--- config.mk ---
export PLATFORM = sky130hd
export DESIGN_NAME = eth_arp_payload_tx
export DESIGN_NICKNAME = d
export VERILOG_FILES = /design/src/rtl/eth_arp_payload_tx.sv
export SDC_FILE = /design/constraint.sdc
export NUM_CORES = 1
export LEC_CHECK = 0
export ABC_CLOCK_PERIOD_IN_PS = 2300
export BUFFER_PORTS_ARGS = -buffer_cell sky130_fd_sc_hd__buf_2
export CORE_MARGIN = 2
export CORE_UTILIZATION = 40
export DETAILED_ROUTE_END_ITERATION = 10
export GPL_TIMING_DRIVEN = 0
export SYNTH_ARGS = -nofsm -noshare
export SYNTH_HDL_FRONTEND = slang
export SYNTH_SLANG_ARGS = --single-unit
--- constraint.sdc ---
create_clock -name aclk -period 2.3 [get_ports aclk]
set_input_delay 0.46 -clock aclk [delete_from_list [all_inputs] [get_ports aclk]]
set_output_delay 0.46 -clock aclk [all_outputs]
set_load 0.01 [all_outputs]
--- src/rtl/eth_arp_payload_tx.sv ---
// rtl/eth_arp_payload_tx.sv - ARP payload byte serialiser (optional padding via ARP_PAD_EN)
module eth_arp_payload_tx #(
  parameter logic [15:0] HTYPE    = 16'h0001,
  parameter logic [15:0] PTYPE    = 16'h0800,
  parameter logic [7:0]  PAD_BYTE = 8'h00
) (
  input  logic        aclk,
  input  logic        aresetn,
  input  logic        eth_header_arp_tx_done,
  input  logic [15:0] arp_oper,
  input  logic [47:0] sha,
  input  logic [31:0] spa,
  input  logic [47:0] tha,
  input  logic [31:0] tpa,
  output logic [7:0]  data_out,
  output logic        data_valid,
  output logic        busy,
  output logic        arp_payload_tx_done
);

`ifdef ARP_PAD_EN
  typedef enum logic [2:0] {
    WAIT_START, FIXED_TX, SHA_TX, SPA_TX, THA_TX, TPA_TX, PAD_TX
  } state_t;
`else
  typedef enum logic [2:0] {
    WAIT_START, FIXED_TX, SHA_TX, SPA_TX, THA_TX, TPA_TX
  } state_t;
`endif

  state_t      state, state_d;
  logic [4:0]  cnt, cnt_d;
  logic [7:0]  data_d;
  logic        valid_d, busy_d, done_d, load;
  logic [15:0] oper_q;
  logic [47:0] sha_q, tha_q;
  logic [31:0] spa_q, tpa_q;
  logic [63:0] fixed_word;
  logic [2:0]  rev8, rev6;
  logic [1:0]  rev4;
  logic [7:0]  cur_byte;

  // Byte index counted from the MSB end of each field
  assign fixed_word = {HTYPE, PTYPE, 8'h06, 8'h04, oper_q};
  assign rev8 = 3'd7 - cnt[2:0];
  assign rev6 = 3'd5 - cnt[2:0];
  assign rev4 = 2'd3 - cnt[1:0];

  always_comb begin
    cur_byte = PAD_BYTE;
    case (state)
      WAIT_START: cur_byte = HTYPE[15:8];
      FIXED_TX:   cur_byte = fixed_word[{rev8, 3'b000} +: 8];
      SHA_TX:     cur_byte = sha_q[{rev6, 3'b000} +: 8];
      SPA_TX:     cur_byte = spa_q[{rev4, 3'b000} +: 8];
      THA_TX:     cur_byte = tha_q[{rev6, 3'b000} +: 8];
      TPA_TX:     cur_byte = tpa_q[{rev4, 3'b000} +: 8];
      default:    cur_byte = PAD_BYTE;
    endcase
  end

  always_comb begin
    state_d = state;
    cnt_d   = cnt;
    data_d  = data_out;
    valid_d = 1'b0;
    busy_d  = 1'b0;
    done_d  = 1'b0;
    load    = 1'b0;
    if (state != WAIT_START) begin
      data_d  = cur_byte;
      valid_d = 1'b1;
      busy_d  = 1'b1;
      cnt_d   = cnt + 5'd1;
    end
    case (state)
      WAIT_START: begin
        if (eth_header_arp_tx_done) begin
          load    = 1'b1;
          data_d  = cur_byte;
          valid_d = 1'b1;
          busy_d  = 1'b1;
          cnt_d   = 5'd1;
          state_d = FIXED_TX;
        end
      end
      FIXED_TX: if (cnt == 5'd7) begin state_d = SHA_TX; cnt_d = 5'd0; end
      SHA_TX:   if (cnt == 5'd5) begin state_d = SPA_TX; cnt_d = 5'd0; end
      SPA_TX:   if (cnt == 5'd3) begin state_d = THA_TX; cnt_d = 5'd0; end
      THA_TX:   if (cnt == 5'd5) begin state_d = TPA_TX; cnt_d = 5'd0; end
      TPA_TX: begin
        if (cnt == 5'd3) begin
          cnt_d = 5'd0;
`ifdef ARP_PAD_EN
          state_d = PAD_TX;
`else
          state_d = WAIT_START;
          busy_d  = 1'b0;
          done_d  = 1'b1;
`endif
        end
      end
`ifdef ARP_PAD_EN
      PAD_TX: begin
        if (cnt == 5'd17) begin
          cnt_d   = 5'd0;
          state_d = WAIT_START;
          busy_d  = 1'b0;
          done_d  = 1'b1;
        end
      end
`endif
      default: begin
        state_d = WAIT_START;
        cnt_d   = 5'd0;
      end
    endcase
  end

  always_ff @(posedge aclk) begin
    if (!aresetn) begin
      state               <= WAIT_START;
      cnt                 <= 5'd0;
      data_out            <= 8'h00;
      data_valid          <= 1'b0;
      busy                <= 1'b0;
      arp_payload_tx_done <= 1'b0;
    end else begin
      state               <= state_d;
      cnt                 <= cnt_d;
      data_out            <= data_d;
      data_valid          <= valid_d;
      busy                <= busy_d;
      arp_payload_tx_done <= done_d;
    end
  end

  // Field snapshot for the frame in flight; only refreshed on an accepted start
  always_ff @(posedge aclk) begin
    if (!aresetn) begin
      oper_q <= 16'h0;
      sha_q  <= 48'h0;
      spa_q  <= 32'h0;
      tha_q  <= 48'h0;
      tpa_q  <= 32'h0;
    end else if (load) begin
      oper_q <= arp_oper;
      sha_q  <= sha;
      spa_q  <= spa;
      tha_q  <= tha;
      tpa_q  <= tpa;
    end
  end

endmodule

==> tab_implementation.tex, run 1 <==
\begin{tabular}{lr}
\hline
Metric & Value \\
\hline
\multicolumn{2}{l}{\textbf{Min path}} \\
Endpoint with the worst hold slack & sha\_q[29] \\
Worst hold-check path type & in2reg \\
Hold path depth & 3 \\
Worst Min Path Start & sha[29] \\
\multicolumn{2}{l}{\textbf{Worst setup path}} \\
R2R Path End & data\_out[0] \\
Cells on worst reg2reg path & 6 \\
Worst path required time & 2680 ps \\
Start-to-end type of the worst setup path & reg2reg \\
Highest-delay cell along the critical path & clkbuf\_1 \\
Data arrival time of the critical path & 2630 ps \\
Type of element launching the critical path & register \\
Reg2Reg Launch Point & cnt[0] \\
Critical Path Sink Type & register \\
Crit-path leading delay family & buffers and inverters \\
WP buf/inv & 2 \\
Crit path largest cell delay & 510 ps \\
CP cell instances & buf\_2 > clkbuf\_1 > nand2b\_1 > a211oi\_1 > o41ai\_1 > o221a\_1 \\
Critical Path Stages & 6 \\
R2r setup slk & 50 ps \\
Worst-path fanout max & 10 \\
\multicolumn{2}{l}{\textbf{Global route}} \\
Global-route usage over all layers & 24.1\% \\
Largest net degree at the start of global routing & 18 \\
Global-route wire length before repair & 40.6 mm \\
Antenna violations before repair & 0 \\
Vias in the first global route & 7561 \\
Grt total ovfl & 0 \\
\multicolumn{2}{l}{\textbf{Synth}} \\
Cell with the most instances after synthesis & nand2\_1 \\
Syn Std Cell Area & 8410 um\^{}2 \\
Distinct cell type count of the synthesized netlist & 55 \\
Dominant synthesized flop cell & dfxtp\_1 \\
Share of the yosys chip area belonging to registers & 46.4\% \\
Synthesis Warnings & 0 \\
Synth top cells by count & nand2\_1 (382), dfxtp\_1 (195), a21oi\_1 (188), clkbuf\_1 (51), mux4\_2 (27) \\
Avg Cell Area, Syn & 8.15 um\^{}2 \\
Share of the synthesized area in the top cell type & 46.4\% \\
Proportion of synthesized flip-flops having asynchronous set or reset & 0\% \\
Synthesized net count & 1215 \\
Post-synth EDFFs & 0 \\
Library cell with the largest summed area after synthesis & dfxtp\_1 \\
Largest cells by area after synthesis & dfxtp\_1 (46\%), nand2\_1 (17\%), a21oi\_1 (11\%) \\
Synthesized flop and latch total & 195 \\
Mapped Cells & 1032 \\
\multicolumn{2}{l}{\textbf{Drt}} \\
Residual antenna-violating net count after detailed routing & 0 \\
Routed wirelength normalized by instance count & 17.3 um \\
Detailed-route DRC error count & 0 \\
DR iter-0 viols & 489 \\
Via-to-Cell Ratio & 5.18 \\
Detailed Route WL & 26.5 mm \\
DRT Pass-1 Iters & 5 \\
Via count & 7920 \\
\multicolumn{2}{l}{\textbf{Clock tree}} \\
H-tree lvl count & 4 \\
Maximum count of clock buffers along a single path & 2 \\
Clock tree from TritonCTS & built \\
Root buffer selected by CTS & clkbuf\_16 \\
Num CTS Buffers & 17 \\
Insertion delay of the later-clocked pin in the worst-skew pair & 440 ps \\
Clock transition time at the flip-flop clock pins of the worst setup and hold paths & 70 ps \\
\# clock sinks & 195 \\
\multicolumn{2}{l}{\textbf{Floorplanning}} \\
Top-level port count & 190 \\
Width of the chip & 149 um \\
Die ar. & 22200 um\^{}2 \\
Vertical die dimension & 149 um \\
Initial Utilization & 40.4\% \\
Row cnt & 53 \\
Area of the placeable core & 20800 um\^{}2 \\
\multicolumn{2}{l}{\textbf{Pwr}} \\
VDD IR max & 0.000411 V \\
PD cells & 884 nW/um\^{}2 \\
Total leakage power & 0.00421 uW \\
Power after layout & 9180 uW \\
\multicolumn{2}{l}{\textbf{Placed design}} \\
Weighted congestion reported at the end of routability-driven placement & 0.907 \\
Placed insts & 1495 \\
\# port buffers & 188 \\
HPWL after detailed placement & 20.0 mm \\
Total cell area at the placement stage & 9700 um\^{}2 \\
\multicolumn{2}{l}{\textbf{Finish}} \\
Final standard cell area without fillers & 10400 um\^{}2 \\
Layout overhead on the synthesized area & 23.3\% \\
Layout cell share with drive strength beyond 1 & 23.5\% \\
Post-Layout Cell Count & 1529 \\
Filler cell count in the final layout & 2147 \\
Net count reported at finish & 1423 \\
\multicolumn{2}{l}{\textbf{Timing}} \\
Maximum clock skew at final layout & 9.38 ps \\
Post-route worst hold slack & 248 ps \\
Number of hold violations in the final report & 0 \\
Final period util & 97.6\% \\
Worst slew margin relative to its limit & 53.3\% \\
Final-report setup violation count & 0 \\
Final count of pins violating max slew & 0 \\
Min Clock Period, post-route & 2250 ps \\
Slew at the pin with the worst max-slew slack & 698 ps \\
Unrepaired setup endpoints after global routing & false \\
TNS Setup & 0 ps \\
Max Freq & 445 MHz \\
\multicolumn{2}{l}{\textbf{Flow run}} \\
Max-cap violations & 0 \\
\multicolumn{2}{l}{\textbf{Run status}} \\
Outcome & completed \\
\hline
\end{tabular}
## final cells by class
| type | count | area, um^2 | share of cell area (%) |
|---|---|---|---|
| sequential | 195 | 3910 | 37.6 |
| multi-input combinational | 747 | 4160 | 40.1 |
| timing repair buffer | 189 | 948 | 9.14 |
| antenna | 1 | 2.50 | 0.0241 |
| inverter | 7 | 28.8 | 0.277 |
| buffer | 83 | 385 | 3.71 |
| clock inverter | 13 | 150 | 1.45 |
| tap | 275 | 344 | 3.32 |
| clock buffer | 19 | 453 | 4.36 |
## where the power goes
part	internal (uW)	switching [uW]
Clock	1680	1370
Combinational	820	1320
Sequential	3760	225
Total	6250	2920
## cell families after synthesis
| group | share of synthesized area [%] |
|---|---|
| DFF | 46.4 |
| AOI/OAI and AO/OA | 16.4 |
| muxes | 9.75 |
| buffers and inverters | 4.71 |
| adders and majority gates | 0.595 |
| xor gates and xnor gates | 0.208 |
| and+or+nand+nor | 22.0 |
## stage by stage
stage | util [%] | worst slack (ps)
6_report | 49.8 | 54.5
3_3_place_gp | 46.6 | -490
5_1_grt | 49.8 | 3.26
4_1_cts | 49.7 | 16.5
2_1_floorplan | - | 225
3_5_place_dp | 46.6 | -501
## placed cells by master (no fill, tap or decap), types with 3 or more instances in the layout
cell,instances
nand4_1,5
a221oi_1,6
ha_1,4
buf_4,4
clkbuf_1,49
nand2_1,382
nand3b_1,3
buf_2,212
nor2_1,16
nand2b_1,5
a211oi_1,3
clkbuf_16,17
o2bb2ai_1,3
buf_6,4
nand3_1,15
o31a_1,3
and3_1,5
o22ai_1,5
and2_1,7
clkinvlp_4,4
a21oi_1,188
clkinv_4,3
a31oi_1,7
mux4_2,27
a22oi_1,3
mux2i_1,15
nor2b_1,3
o211ai_1,3
inv_1,5
dfxtp_1,194
## state kept, by name (all words and copies together), names as in the netlist
register	cells
sha_q	48
tha_q	48
spa_q	32
tpa_q	32
oper_q	16
data_out	8
cnt	5
state	3
arp_payload_tx_done	1
busy	1
data_valid	1
## routing by layer
metal | track usage, % | vias up | share of wire (%)
met5 | 0 | - | 0
met3 | 4.34 | 37 | 5.9
met2 | 38.8 | 239 | 46
met4 | 7.81 | 0 | 2.0
li1 | - | 3935 | -
met1 | 33.0 | 3709 | 46
## tightest hold or removal path: stages
cell     delay [ps]
buf_2            90
nand2_1          40
a21oi_1          50
## worst max path at each step
stage	start	end	slack, ps
floorplan	cnt[1]	cnt[3]	220
global placement	cnt[1]	state[0]	-490
detailed placement	cnt[1]	cnt[3]	-500
CTS	cnt[0]	data_out[3]	20
global route	state[0]	data_out[5]	3
finish	cnt[0]	data_out[0]	50
## what timing repair did
action | in CTS | in global routing
buffers inserted | 1 | 0
setup endpoints to repair | 114 | 111
hold buffers | 0 | 0
gates resized for setup | 15 | 9
pin swaps | 1 | 0
(Power assumes the default switching activity.)
==> run 2: changes to the inputs <==
- SETUP_SLACK_MARGIN: not set -> 0.5
==> tab_implementation.tex, run 2 (synthesized netlist as in run 1, its figures left out) <==
\begin{tabular}{lr}
\hline
Metric & Value \\
\hline
\multicolumn{2}{l}{\textbf{Global route}} \\
Grt total ovfl & 0 \\
Antenna violations before repair & 0 \\
Global-route usage over all layers & 24.5\% \\
Largest net degree at the start of global routing & 17 \\
Global-route wire length before repair & 40.9 mm \\
Vias in the first global route & 7523 \\
\multicolumn{2}{l}{\textbf{Drt}} \\
Wire length on met2 & 13.1 mm \\
Routed wirelength normalized by instance count & 18.4 um \\
Via count & 8348 \\
Residual antenna-violating net count after detailed routing & 0 \\
DR iter-0 viols & 509 \\
Metal1 wirelength & 13.3 mm \\
DRT Pass-1 Iters & 5 \\
Top routing layer used & met4 \\
Detailed Route WL & 28.9 mm \\
Detailed-routed wire length on met3 & 1.81 mm \\
Via-to-Cell Ratio & 5.32 \\
Detailed-route DRC error count & 0 \\
\multicolumn{2}{l}{\textbf{Worst setup path}} \\
WP buf/inv & 3 \\
Start-to-end type of the worst setup path & reg2reg \\
Highest-delay cell along the critical path & or3b\_4 \\
Type of element launching the critical path & register \\
Reg2Reg Launch Point & state[0] \\
Worst-path fanout max & 6 \\
Crit-path leading delay family & compound AO/OA/AOI/OAI gates \\
Critical Path Sink Type & register \\
Data arrival time of the critical path & 2450 ps \\
Beginning of the critical path & state[0] \\
Worst path required time & 2630 ps \\
Crit path largest cell delay & 420 ps \\
CP cell instances & buf\_6 > or3b\_4 > buf\_8 > buf\_12 > mux4\_2 > a22oi\_2 > a21oi\_2 > o221a\_1 \\
\multicolumn{2}{l}{\textbf{Finish}} \\
Layout overhead on the synthesized area & 41.3\% \\
Final standard cell area without fillers & 11900 um\^{}2 \\
Net count reported at finish & 1464 \\
Multi-input logic area & 4660 um\^{}2 \\
Biggest regs & sha\_q: 48 flops, tha\_q: 48 flops \\
Post-layout utilization of the core & 57.1\% \\
Most common cell after layout, fill and taps aside & nand2\_1 \\
Post-Layout Cell Count & 1568 \\
Filler cell count in the final layout & 1932 \\
Area used by sequential logic in the layout & 3910 um\^{}2 \\
Layout cell share with drive strength beyond 1 & 36.4\% \\
Most used cells in the layout excluding fill and tap cells & nand2\_1 (352), buf\_2 (201), dfxtp\_1 (191) \\
Number of diodes added for antenna fixing & 0 \\
\multicolumn{2}{l}{\textbf{Placed design}} \\
Total cell area at the placement stage & 9730 um\^{}2 \\
Weighted congestion reported at the end of routability-driven placement & 0.895 \\
HPWL after detailed placement & 19.9 mm \\
Pre-CTS worst setup slack & -175 ps \\
\# port buffers & 188 \\
Placed insts & 1495 \\
\multicolumn{2}{l}{\textbf{Floorplanning}} \\
Width of the chip & 149 um \\
Initial Utilization & 40.4\% \\
Vertical die dimension & 149 um \\
Top-level port count & 190 \\
Row cnt & 53 \\
Area of the placeable core & 20800 um\^{}2 \\
Die ar. & 22200 um\^{}2 \\
\multicolumn{2}{l}{\textbf{Timing}} \\
Setup WS post-layout & 185 ps \\
Min Clock Period, post-route & 2120 ps \\
Unrepaired setup endpoints after global routing & true \\
Maximum clock skew at final layout & 4.75 ps \\
Max Freq & 473 MHz \\
Final period util & 92.0\% \\
TNS Setup & 0 ps \\
Final-report setup violation count & 0 \\
Worst slew margin relative to its limit & 55.9\% \\
Number of hold violations in the final report & 0 \\
Slew at the pin with the worst max-slew slack & 662 ps \\
Final count of pins violating max slew & 0 \\
\multicolumn{2}{l}{\textbf{Run status}} \\
Outcome & completed \\
\multicolumn{2}{l}{\textbf{Pwr}} \\
VDD IR max & 0.000597 V \\
Total leakage power & 0.00479 uW \\
PD cells & 853 nW/um\^{}2 \\
\multicolumn{2}{l}{\textbf{Flow run}} \\
Max-cap violations & 0 \\
\multicolumn{2}{l}{\textbf{Clock tree}} \\
Num CTS Buffers & 17 \\
Insertion delay of the later-clocked pin in the worst-skew pair & 440 ps \\
H-tree lvl count & 4 \\
Root buffer selected by CTS & clkbuf\_16 \\
Clock transition time at the flip-flop clock pins of the worst setup and hold paths & 70 ps \\
\# clock sinks & 195 \\
Clock tree from TritonCTS & built \\
Maximum count of clock buffers along a single path & 2 \\
\multicolumn{2}{l}{\textbf{Min path}} \\
Worst Min Path Start & sha[11] \\
Worst hold-check path type & in2reg \\
\hline
\end{tabular}
[run 2: what timing repair did]
item / 4_1_cts / 5_1_grt
pin swaps: 16 / 47
hold buffers: 0 / 0
resized for setup: 101 / 172
endpoints found under the setup margin: 192 / 183
setup buffers: 11 / 10
gates cloned: 2 / 19
[run 2: stage by stage]
stage	hold WS [ps]	total power [uW]
after floorplan	432	5400
after detailed placement	445	6160
final	251	10100
after global routing	249	10500
after global placement	438	6130
after CTS	246	9330
[run 2: path summary, 6_finish.rpt]
path                               endpoint  slack, ps  depth (start not counted)
worst max-delay path            data_out[0]        180                          8
worst min-delay path              sha_q[11]        250                          3
worst max register to register  data_out[0]        180                          8
worst min register to register    sha_q[32]        450                          2
[run 2: final cells by class]
cell class                      instances  share of cell area (%)
Buffer                                 83                    5.87
Clock buffer                           22                    3.99
Clock inverter                          9                   0.884
Inverter                                7                   0.295
Multi-Input combinational cell        747                    39.2
Sequential cell                       195                    32.9
Tap cell                              275                    2.89
Timing Repair Buffer                  230                    14.0
[run 2: tightest hold or removal path: stages]
cell and delay [ps]:
buf_2 90, nand2_1 40, a21oi_1 50
[run 2: where the power goes]
part	switching, uW	total (uW)	leakage [uW]	internal [uW]
registers	229	3990	0.00160	3760
logic	1660	3170	0.00291	1510
clock network	1310	2990	0.000286	1680
total	3190	10100	0.00479	6950
[run 2: layer usage]
layer / GRT usage [%] / vias up
li1: - / 4034
met5: 0 / -
met1: 35.4 / 3951
met4: 8.29 / 0
met3: 3.61 / 44
met2: 37.4 / 319
